==> src/rtl/arm_seq_shifter.sv <==
// arm_seq_shifter: multi-cycle ARM operand-2 barrel shifter.
// Shifts STEP bits per cycle, with a start/done handshake toward the ALU.
//
// Ports:
//   clk, reset_n        clock, asynchronous active-low reset
//   start               request, sampled only while idle
//   data, shift         operand and type (00 LSL, 01 LSR, 10 ASR, 11 ROR)
//   amount, imm_form    count and encoding (1 = immediate, #0 rules apply)
//   carry_in            current CPSR C
//   busy                high from the cycle after accept through the done cycle
//   done                one-cycle pulse; result/carry_out valid
//   result, carry_out   shifted value and shifter carry, held until next accept
//   abort               only with SHIFTER_ABORT_EN defined: drop the operation
//
// Optional feature macro: SHIFTER_ABORT_EN (adds the abort input).
module arm_seq_shifter #(
    parameter int WIDTH = 32,
    parameter int STEP  = 1,
    parameter int AMT_W = 8
) (
    input  logic             clk,
    input  logic             reset_n,
`ifdef SHIFTER_ABORT_EN
    input  logic             abort,
`endif
    input  logic             start,
    input  logic [WIDTH-1:0] data,
    input  logic [1:0]       shift,
    input  logic [AMT_W-1:0] amount,
    input  logic             imm_form,
    input  logic             carry_in,
    output logic             busy,
    output logic             done,
    output logic [WIDTH-1:0] result,
    output logic             carry_out
);

    // Counter must hold WIDTH+1 (LSL/LSR by more than WIDTH).
    localparam int CNT_W = $clog2(WIDTH + 2);
    localparam int EW    = (AMT_W > CNT_W) ? AMT_W : CNT_W;

    localparam logic [1:0] SH_LSL = 2'b00;
    localparam logic [1:0] SH_LSR = 2'b01;
    localparam logic [1:0] SH_ASR = 2'b10;
    localparam logic [1:0] SH_ROR = 2'b11;

    typedef enum logic [1:0] {
        S_IDLE,
        S_SHIFT,
        S_DONE
    } state_t;

    state_t state_q;
    state_t state_d;

    logic [WIDTH-1:0] work_q;
    logic             carry_q;
    logic [CNT_W-1:0] rem_q;
    logic [1:0]       op_q;
    logic             sign_q;
    logic             rrx_q;

    logic             abort_hit;

`ifdef SHIFTER_ABORT_EN
    assign abort_hit = abort;
`else
    assign abort_hit = 1'b0;
`endif

    // ------------------------------------------------------------
    // Effective shift count at accept time
    // ------------------------------------------------------------
    logic [EW-1:0]    amt_x;
    logic [EW-1:0]    wide_w;
    logic [EW-1:0]    wide_w1;
    logic [EW-1:0]    ror_mod;
    logic [EW-1:0]    n_x;
    logic [CNT_W-1:0] n_eff;
    logic             rrx_sel;

    assign amt_x   = EW'(amount);
    assign wide_w  = EW'(WIDTH);
    assign wide_w1 = EW'(WIDTH + 1);
    assign ror_mod = amt_x % wide_w;

    always_comb begin
        n_x     = '0;
        rrx_sel = 1'b0;
        if (amount == '0) begin
            // Register form #0 and immediate LSL #0 are passthrough.
            if (imm_form) begin
                unique case (shift)
                    SH_LSL: n_x = '0;
                    SH_LSR: n_x = wide_w;
                    SH_ASR: n_x = wide_w;
                    SH_ROR: begin
                        n_x     = EW'(1);
                        rrx_sel = 1'b1;
                    end
                endcase
            end
        end else begin
            unique case (shift)
                SH_LSL: n_x = (amt_x > wide_w1) ? wide_w1 : amt_x;
                SH_LSR: n_x = (amt_x > wide_w1) ? wide_w1 : amt_x;
                SH_ASR: n_x = (amt_x > wide_w) ? wide_w : amt_x;
                // A nonzero multiple of WIDTH rotates all the way round
                // so the carry picks up data[WIDTH-1].
                SH_ROR: n_x = (ror_mod == '0) ? wide_w : ror_mod;
            endcase
        end
    end

    assign n_eff = CNT_W'(n_x);

    // ------------------------------------------------------------
    // One SHIFT cycle: up to STEP single-bit moves
    // ------------------------------------------------------------
    logic [WIDTH-1:0] nx_work;
    logic             nx_carry;
    logic             lsb;
    logic [CNT_W-1:0] step_now;
    logic             last_step;

    assign step_now  = (rem_q < CNT_W'(STEP)) ? rem_q : CNT_W'(STEP);
    assign last_step = (rem_q <= CNT_W'(STEP));

    always_comb begin
        nx_work  = work_q;
        nx_carry = carry_q;
        lsb      = 1'b0;
        for (int i = 0; i < STEP; i++) begin
            if (CNT_W'(i) < rem_q) begin
                unique case (op_q)
                    SH_LSL: begin
                        nx_carry = nx_work[WIDTH-1];
                        nx_work  = {nx_work[WIDTH-2:0], 1'b0};
                    end
                    SH_LSR: begin
                        nx_carry = nx_work[0];
                        nx_work  = {1'b0, nx_work[WIDTH-1:1]};
                    end
                    SH_ASR: begin
                        nx_carry = nx_work[0];
                        nx_work  = {sign_q, nx_work[WIDTH-1:1]};
                    end
                    SH_ROR: begin
                        // RRX rotates through the carry instead.
                        lsb      = nx_work[0];
                        nx_work  = {rrx_q ? nx_carry : lsb,
                                    nx_work[WIDTH-1:1]};
                        nx_carry = lsb;
                    end
                endcase
            end
        end
    end

    // ------------------------------------------------------------
    // FSM
    // ------------------------------------------------------------
    always_ff @(posedge clk or negedge reset_n) begin
        if (!reset_n) begin
            state_q <= S_IDLE;
        end else begin
            state_q <= state_d;
        end
    end

    always_comb begin
        state_d = state_q;
        busy    = (state_q != S_IDLE);
        done    = (state_q == S_DONE);
        unique case (state_q)
            S_IDLE: begin
                if (start) begin
                    state_d = (n_eff == '0) ? S_DONE : S_SHIFT;
                end
            end
            S_SHIFT: begin
                if (last_step) begin
                    state_d = S_DONE;
                end
            end
            S_DONE:  state_d = S_IDLE;
            default: state_d = S_IDLE;
        endcase
        // Abort wins over completion and suppresses the done pulse.
        if (abort_hit && (state_q != S_IDLE)) begin
            state_d = S_IDLE;
            done    = 1'b0;
        end
    end

    // ------------------------------------------------------------
    // Datapath
    // ------------------------------------------------------------
    always_ff @(posedge clk or negedge reset_n) begin
        if (!reset_n) begin
            work_q  <= '0;
            carry_q <= 1'b0;
            rem_q   <= '0;
            op_q    <= SH_LSL;
            sign_q  <= 1'b0;
            rrx_q   <= 1'b0;
        end else if ((state_q == S_IDLE) && start) begin
            work_q  <= data;
            carry_q <= carry_in;
            rem_q   <= n_eff;
            op_q    <= shift;
            sign_q  <= data[WIDTH-1];
            rrx_q   <= rrx_sel;
        end else if ((state_q == S_SHIFT) && !abort_hit) begin
            work_q  <= nx_work;
            carry_q <= nx_carry;
            rem_q   <= rem_q - step_now;
        end
    end

    assign result    = work_q;
    assign carry_out = carry_q;

endmodule

==> config.mk <==
export PLATFORM = sky130hd
export DESIGN_NAME = arm_seq_shifter
export DESIGN_NICKNAME = d
export VERILOG_FILES = /design/src/rtl/arm_seq_shifter.sv
export SDC_FILE = /design/constraint.sdc
export NUM_CORES = 1
export LEC_CHECK = 0
export ABC_AREA = 1
export BUFFER_PORTS_ARGS = -buffer_cell sky130_fd_sc_hd__buf_2
export CAP_MARGIN = 10
export CORE_MARGIN = 2
export CORE_UTILIZATION = 52
export CTS_CLUSTER_SIZE = 14
export DETAILED_ROUTE_END_ITERATION = 12
export PLACE_DENSITY_LB_ADDON = 0.12
export SLEW_MARGIN = 5
export SYNTH_ARGS = -nofsm -noshare
export SYNTH_HDL_FRONTEND = slang
export SYNTH_SLANG_ARGS = --single-unit
export TNS_END_PERCENT = 20
==> constraint.sdc <==
create_clock -name clk -period 2.15 [get_ports clk]
set_input_delay 0.215 -clock clk [delete_from_list [all_inputs] [get_ports clk]]
set_output_delay 0.215 -clock clk [all_outputs]
set_load 0.02 [all_outputs]
## Word level (Yosys, flattened, before mapping)

Cells that the tools add are included.

| word-level totals | value |
|---|---|
| memory bits (read-only) | 0 |
| memories kept | 0 |
| latch bits | 0 |
| bits in writable memories | 0 |
| word-level logic and storage cells | 64 |
| output and inout bits | 35 |
| flip-flop bits (word level) | 45 |

| operators by class | value |
|---|---|
| shift-type cells | 0 |
| div/mod/pow operators | 0 |
| reductions and logical operators | 15 |
| bitwise operators | 0 |
| multiplexer cells | 26 |
| add/sub/neg operators | 1 |
| order comparisons | 5 |
| equality and inequality tests | 10 |
| multipliers | 0 |

Operators by type and width:

| cell | count |
|---|---|
| case mux 32 bit (4 select lines) | 1 |
| two-way mux 32 bit | 3 |
| two-way mux 6 bit | 8 |
| case mux 6 bit (3 select lines) | 2 |
| greater-than comparator 8 x 6 -> 1 bit, second input constant | 2 |
| logical NOT 8 bit | 2 |
| == test 2 bit, second input constant | 5 |
| two-way mux 1 bit | 7 |
| == test 2 x 1 -> 1 bit, second input constant | 3 |
| less-or-equal comparator 6 x 1 -> 1 bit, second input constant | 1 |
| logical NOT 2 bit | 3 |
| logical NOT 6 bit | 1 |
| < comparator 1 x 6 -> 1 bit, first input constant | 1 |
| < comparator 6 x 1 -> 1 bit, second input constant | 1 |
| two-way mux 2 bit | 3 |
| nonzero test 2 bit | 3 |
| subtractor 6 bit | 1 |
| != test 2 bit, second input constant | 2 |
| case mux 2 bit (2 select lines) | 1 |
| AND reduction 2 bit | 2 |
| OR reduction 2 bit | 2 |
| OR reduction 3 bit | 1 |
| case mux 1 bit (2 select lines) | 1 |
| logical AND 1 bit | 1 |

## Depth between registers and ports, before layout

| logic depth | value |
|---|---|
| depth in word-level cells | 9 |
| mapped depth | 12 |
| mapped depth without buffers | 12 |

## Worst setup path before layout

Ideal clock, no wire load.

| timing | value |
|---|---|
| kind | register -> register |
| start | reg state_q[1] |
| end | reg work_q[11], in the netlist result[11] |
| clock period less this slack | 1.508 ns |
| arrival | 1.382 ns |
| path slack | 0.642 ns |
| stages on the path, launching flop included | 9 |
| data required time | 2.024 ns |
| cells stage by stage | dfrtp_1 > nor2_2 > nand2_2 > inv_4 > nor2_4 > a31oi_4 > buf_6 > buf_2 > a21oi_1 |

| between the ends | value |
|---|---|
| cells in the longest elaborated chain, start to end | 4 |
| elaborated cells on any way between the ends | 7 |

RTL lines:

| what | line | RTL |
|---|---|---|
| start, declared | 53 | `state_t state_q;` |
| start signal, assigned | 167 | `state_q <= state_d;` |
| logical NOT 2 bit | 207 | `end else if ((state_q == S_IDLE) && start) begin` |
| logical AND 1 bit | 207 |  |
| nonzero test 2 bit (no source line) | - |  |
| AND reduction 2 bit (no source line) | - |  |
| end signal, assigned | 208 | `work_q <= data;` |
| end signal, assigned | 215 | `work_q <= nx_work;` |
| end, declared | 56 | `logic [WIDTH-1:0] work_q;` |

Several ways; a longest one is shown, not always the timed one.
A chain may end at the register's enable or synchronous reset.

## Final worst setup path

| timing | value |
|---|---|
| start | reg state_q[1] |
| end | reg work_q[25], in the netlist result[25] |

Same word-level chain as after synthesis.

==> impl_metrics.tcl <==
set metrics [dict create \
    vias 2744 \
    layout-drive-gt1-share_pct 23.0 \
    dr.first_iter.drc_count 171 \
    postRouteAntennaNets 0 \
    insertion_delay_ps 300 \
    finClkSkew_ps 7.12 \
    crit_required_ps 2330 \
    grt_pass1_vias 2611 \
    dr.pass1.iters 4 \
    clock_tree.buffer_depth 2 \
    synth-seq-cells 45 \
    cts_tree "done" \
    cts_setup_buffers 0 \
    worstSetupStartpoint "state_q[1]" \
    crit-reg2reg-launch "state_q[1]" \
    synth.yosys.seq_area_share_pct 40.9 \
    timing.hold.ws_ps 161 \
    clock-sinks 45 \
    grt_max_degree 68 \
    cpPeakStageDelay_ps 570 \
    crit_path_max_fanout 67 \
    cpMaxStageDelayCell "buf_4" \
    max_freq_ghz 0.551 \
    clk_pin_slew_ps 90 \
    antenna_found_initial 0 \
    p_leak_nw 1.63 \
    final_nets 488 \
    finalPower_mw 5.82 \
    crit_path_end_kind "register" \
    worstMarginPinSlew_ps 837 \
    syn_area_per_cell_sq_um 7.52 \
    critPathLaunchType "register" \
    initial_utilization_pct 53.9 \
    row_count 26 \
    reg2reg_depth 6 \
    layout_min_cycle_time_ps 1810 \
    min_path_cells 3 \
    arrival_ps 1990 \
    setup_viol 0 \
    wl_per_cell_um 13.0 \
    die_area_sq_um 5890 \
    fp.dieW_um 76.7 \
    routabilityCongestion 0.938 \
    grt.overflow.total 0 \
    drcViolationCount 0 \
    path_common_cell "o211ai_1" \
    timing.rr.end "result[25]" \
    hold_viol 0 \
    io_buffer_count 81 \
    drv_slew 0 \
    core_area_sq_um 5110 \
    status "complete, no violations" \
    antenna_cells 0 \
    worstSetupPathType "reg2reg" \
    grt_pass1_wl_mm 11.6 \
    slew_headroom_pct 44.1 \
    ios 82 \
    synthCells 366 \
    r2r_slack_ps 340 \
    grt_setup_unrepaired "false" \
    via_per_inst 5.39 \
    tns_ps 0 \
    syn_nets 416 \
    hpwl_mm 4.64 \
    netlist_area_sq_um 2750 \
    yosys_warnings 0 \
    track_usage_pct 24.1 \
    htree_num_levels 2 \
    die_h_um 76.7 \
    synth_cell_types 28 \
    power_density_nw_per_um2 1750 \
    routed_wl_mm 6.63 \
    cts-root-buf "clkbuf_8" \
    maxCapViolations 0 \
    cts_resized 0 \
    finalCritPeriodShare_pct 84.4 \
    cp_cell_sequence "nor2_2 -> nand2_2 -> buf_4 -> o211ai_1 -> o211ai_1 -> o21ai_0" \
    cts_buffers 5 \
    area_growth_pct 20.7 \
    ir_drop_uv 734 \
    hp-class "in2reg" \
    endpoint "result[25]" \
]
-- sequential cells by signal, indices dropped and copies added, names as in the netlist --
name,count
state_q,2
sign_q,1
op_q,2
carry_out,1
result,32
rrx_q,1
rem_q,6
-- how the worst min path moves through the flow --
stage / start / end / slack [ps]
floorplan: reset_n / carry_out / -80
global placement: reset_n / result[9] / 340
detailed placement: reset_n / result[10] / 330
CTS: shift[1] / op_q[1] / 150
global route: shift[1] / op_q[1] / 170
finish: shift[1] / op_q[1] / 160
-- synth_stat cells, drive strengths merged --
| cell | count | share of area (%) |
|---|---|---|
| a21oi | 18 | 3.3 |
| nor2 | 40 | 6.2 |
| nor3 | 1 | 0.18 |
| o22ai | 3 | 0.68 |
| a31oi | 3 | 1.2 |
| dfrtp | 45 | 41 |
| inv | 43 | 6.0 |
| o21ai | 41 | 7.5 |
| xor2 | 1 | 0.32 |
| or2 | 1 | 0.23 |
| nand3b | 2 | 0.55 |
| ha | 3 | 1.4 |
| nand2 | 78 | 11 |
| clkbuf | 9 | 1.2 |
| buf | 12 | 2.7 |
| nand3 | 11 | 2.0 |
| o21a | 1 | 0.27 |
| a22oi | 1 | 0.27 |
| nand4 | 1 | 0.23 |
| o211ai | 52 | 14 |
-- final cells by class --
cell class | instances | area [sq um]
Sequential cell | 45 | 1130
Tap cell | 70 | 87.6
Timing Repair Buffer | 86 | 458
Inverter | 43 | 164
Clock inverter | 3 | 65.1
Multi-Input combinational cell | 257 | 1350
Clock buffer | 5 | 68.8
Fill cell | 481 | 1790
-- timing repair --
action                                 4_1_cts  5_1_grt
endpoints found under the hold margin        2        0
setup endpoints to repair                    0        0
hold buffers                                 1        0
-- critical path, delay by kind of cell (launching register included) --
family	cells	cell delay [ps]
simple gates	2	290
buf+inv	1	570
flops	1	400
compound gates	3	420
-- through the flow --
stage               worst slack [ps]  instance area (sq um)  instances  utilization, %
floorplan                        642                   2750        366               -
global placement                 416                   3180        500            62.2
detailed placement               341                   3180        500            62.2
CTS                              330                   3320        509            65.0
global route                     150                   3320        509            65.0
finish                           336                   3320        509            65.0
-- cells by family after synthesis --
| family | count (synthesis) | synth area share [%] |
|---|---|---|
| AOI/OAI and AO/OA | 119 | 27.4 |
| xor gates and xnor gates | 1 | 0.318 |
| adders and majority gates | 3 | 1.36 |
| buffers and inverters | 64 | 9.91 |
| DFF | 45 | 40.9 |
| and+or+nand+nor | 134 | 20.1 |
-- per-layer routing --
layer | share of wire [%] | vias up | GRT usage, % | wire [um]
met2 | 47 | 86 | 38.9 | 3140
li1 | - | 1383 | - | -
met4 | 2.2 | 0 | 9.09 | 144
met5 | 0 | - | 0 | 0
met1 | 44 | 1260 | 31.3 | 2940
met3 | 6.1 | 15 | 5.88 | 403
-- where the power goes --
group	switching, mW	internal, mW	total (mW)
combinational	2.18	1.24	3.42
sequential	0.342	1.31	1.65
clock	0.295	0.462	0.757
total	2.82	3.01	5.82
-- cells in the final DEF (no fill, tap or decap), types with 2 or more instances in the layout --
cell type / netlist / layout
buf_2: 6 / 81
ha_1: 3 / 3
bufinv_16: 0 / 2
nor2_2: 2 / 2
buf_4: 0 / 3
nor2_4: 2 / 2
nand3_1: 11 / 11
o21ai_1: 8 / 8
nand3b_1: 2 / 2
o211ai_1: 52 / 52
inv_1: 42 / 42
o22ai_1: 3 / 3
nor2_1: 36 / 36
nand2_1: 77 / 77
o21ai_0: 33 / 33
clkbuf_8: 0 / 5
a31oi_1: 2 / 2
a21oi_1: 18 / 18
dfrtp_1: 45 / 45
No activity file was read; power rests on OpenSTA's default activity.
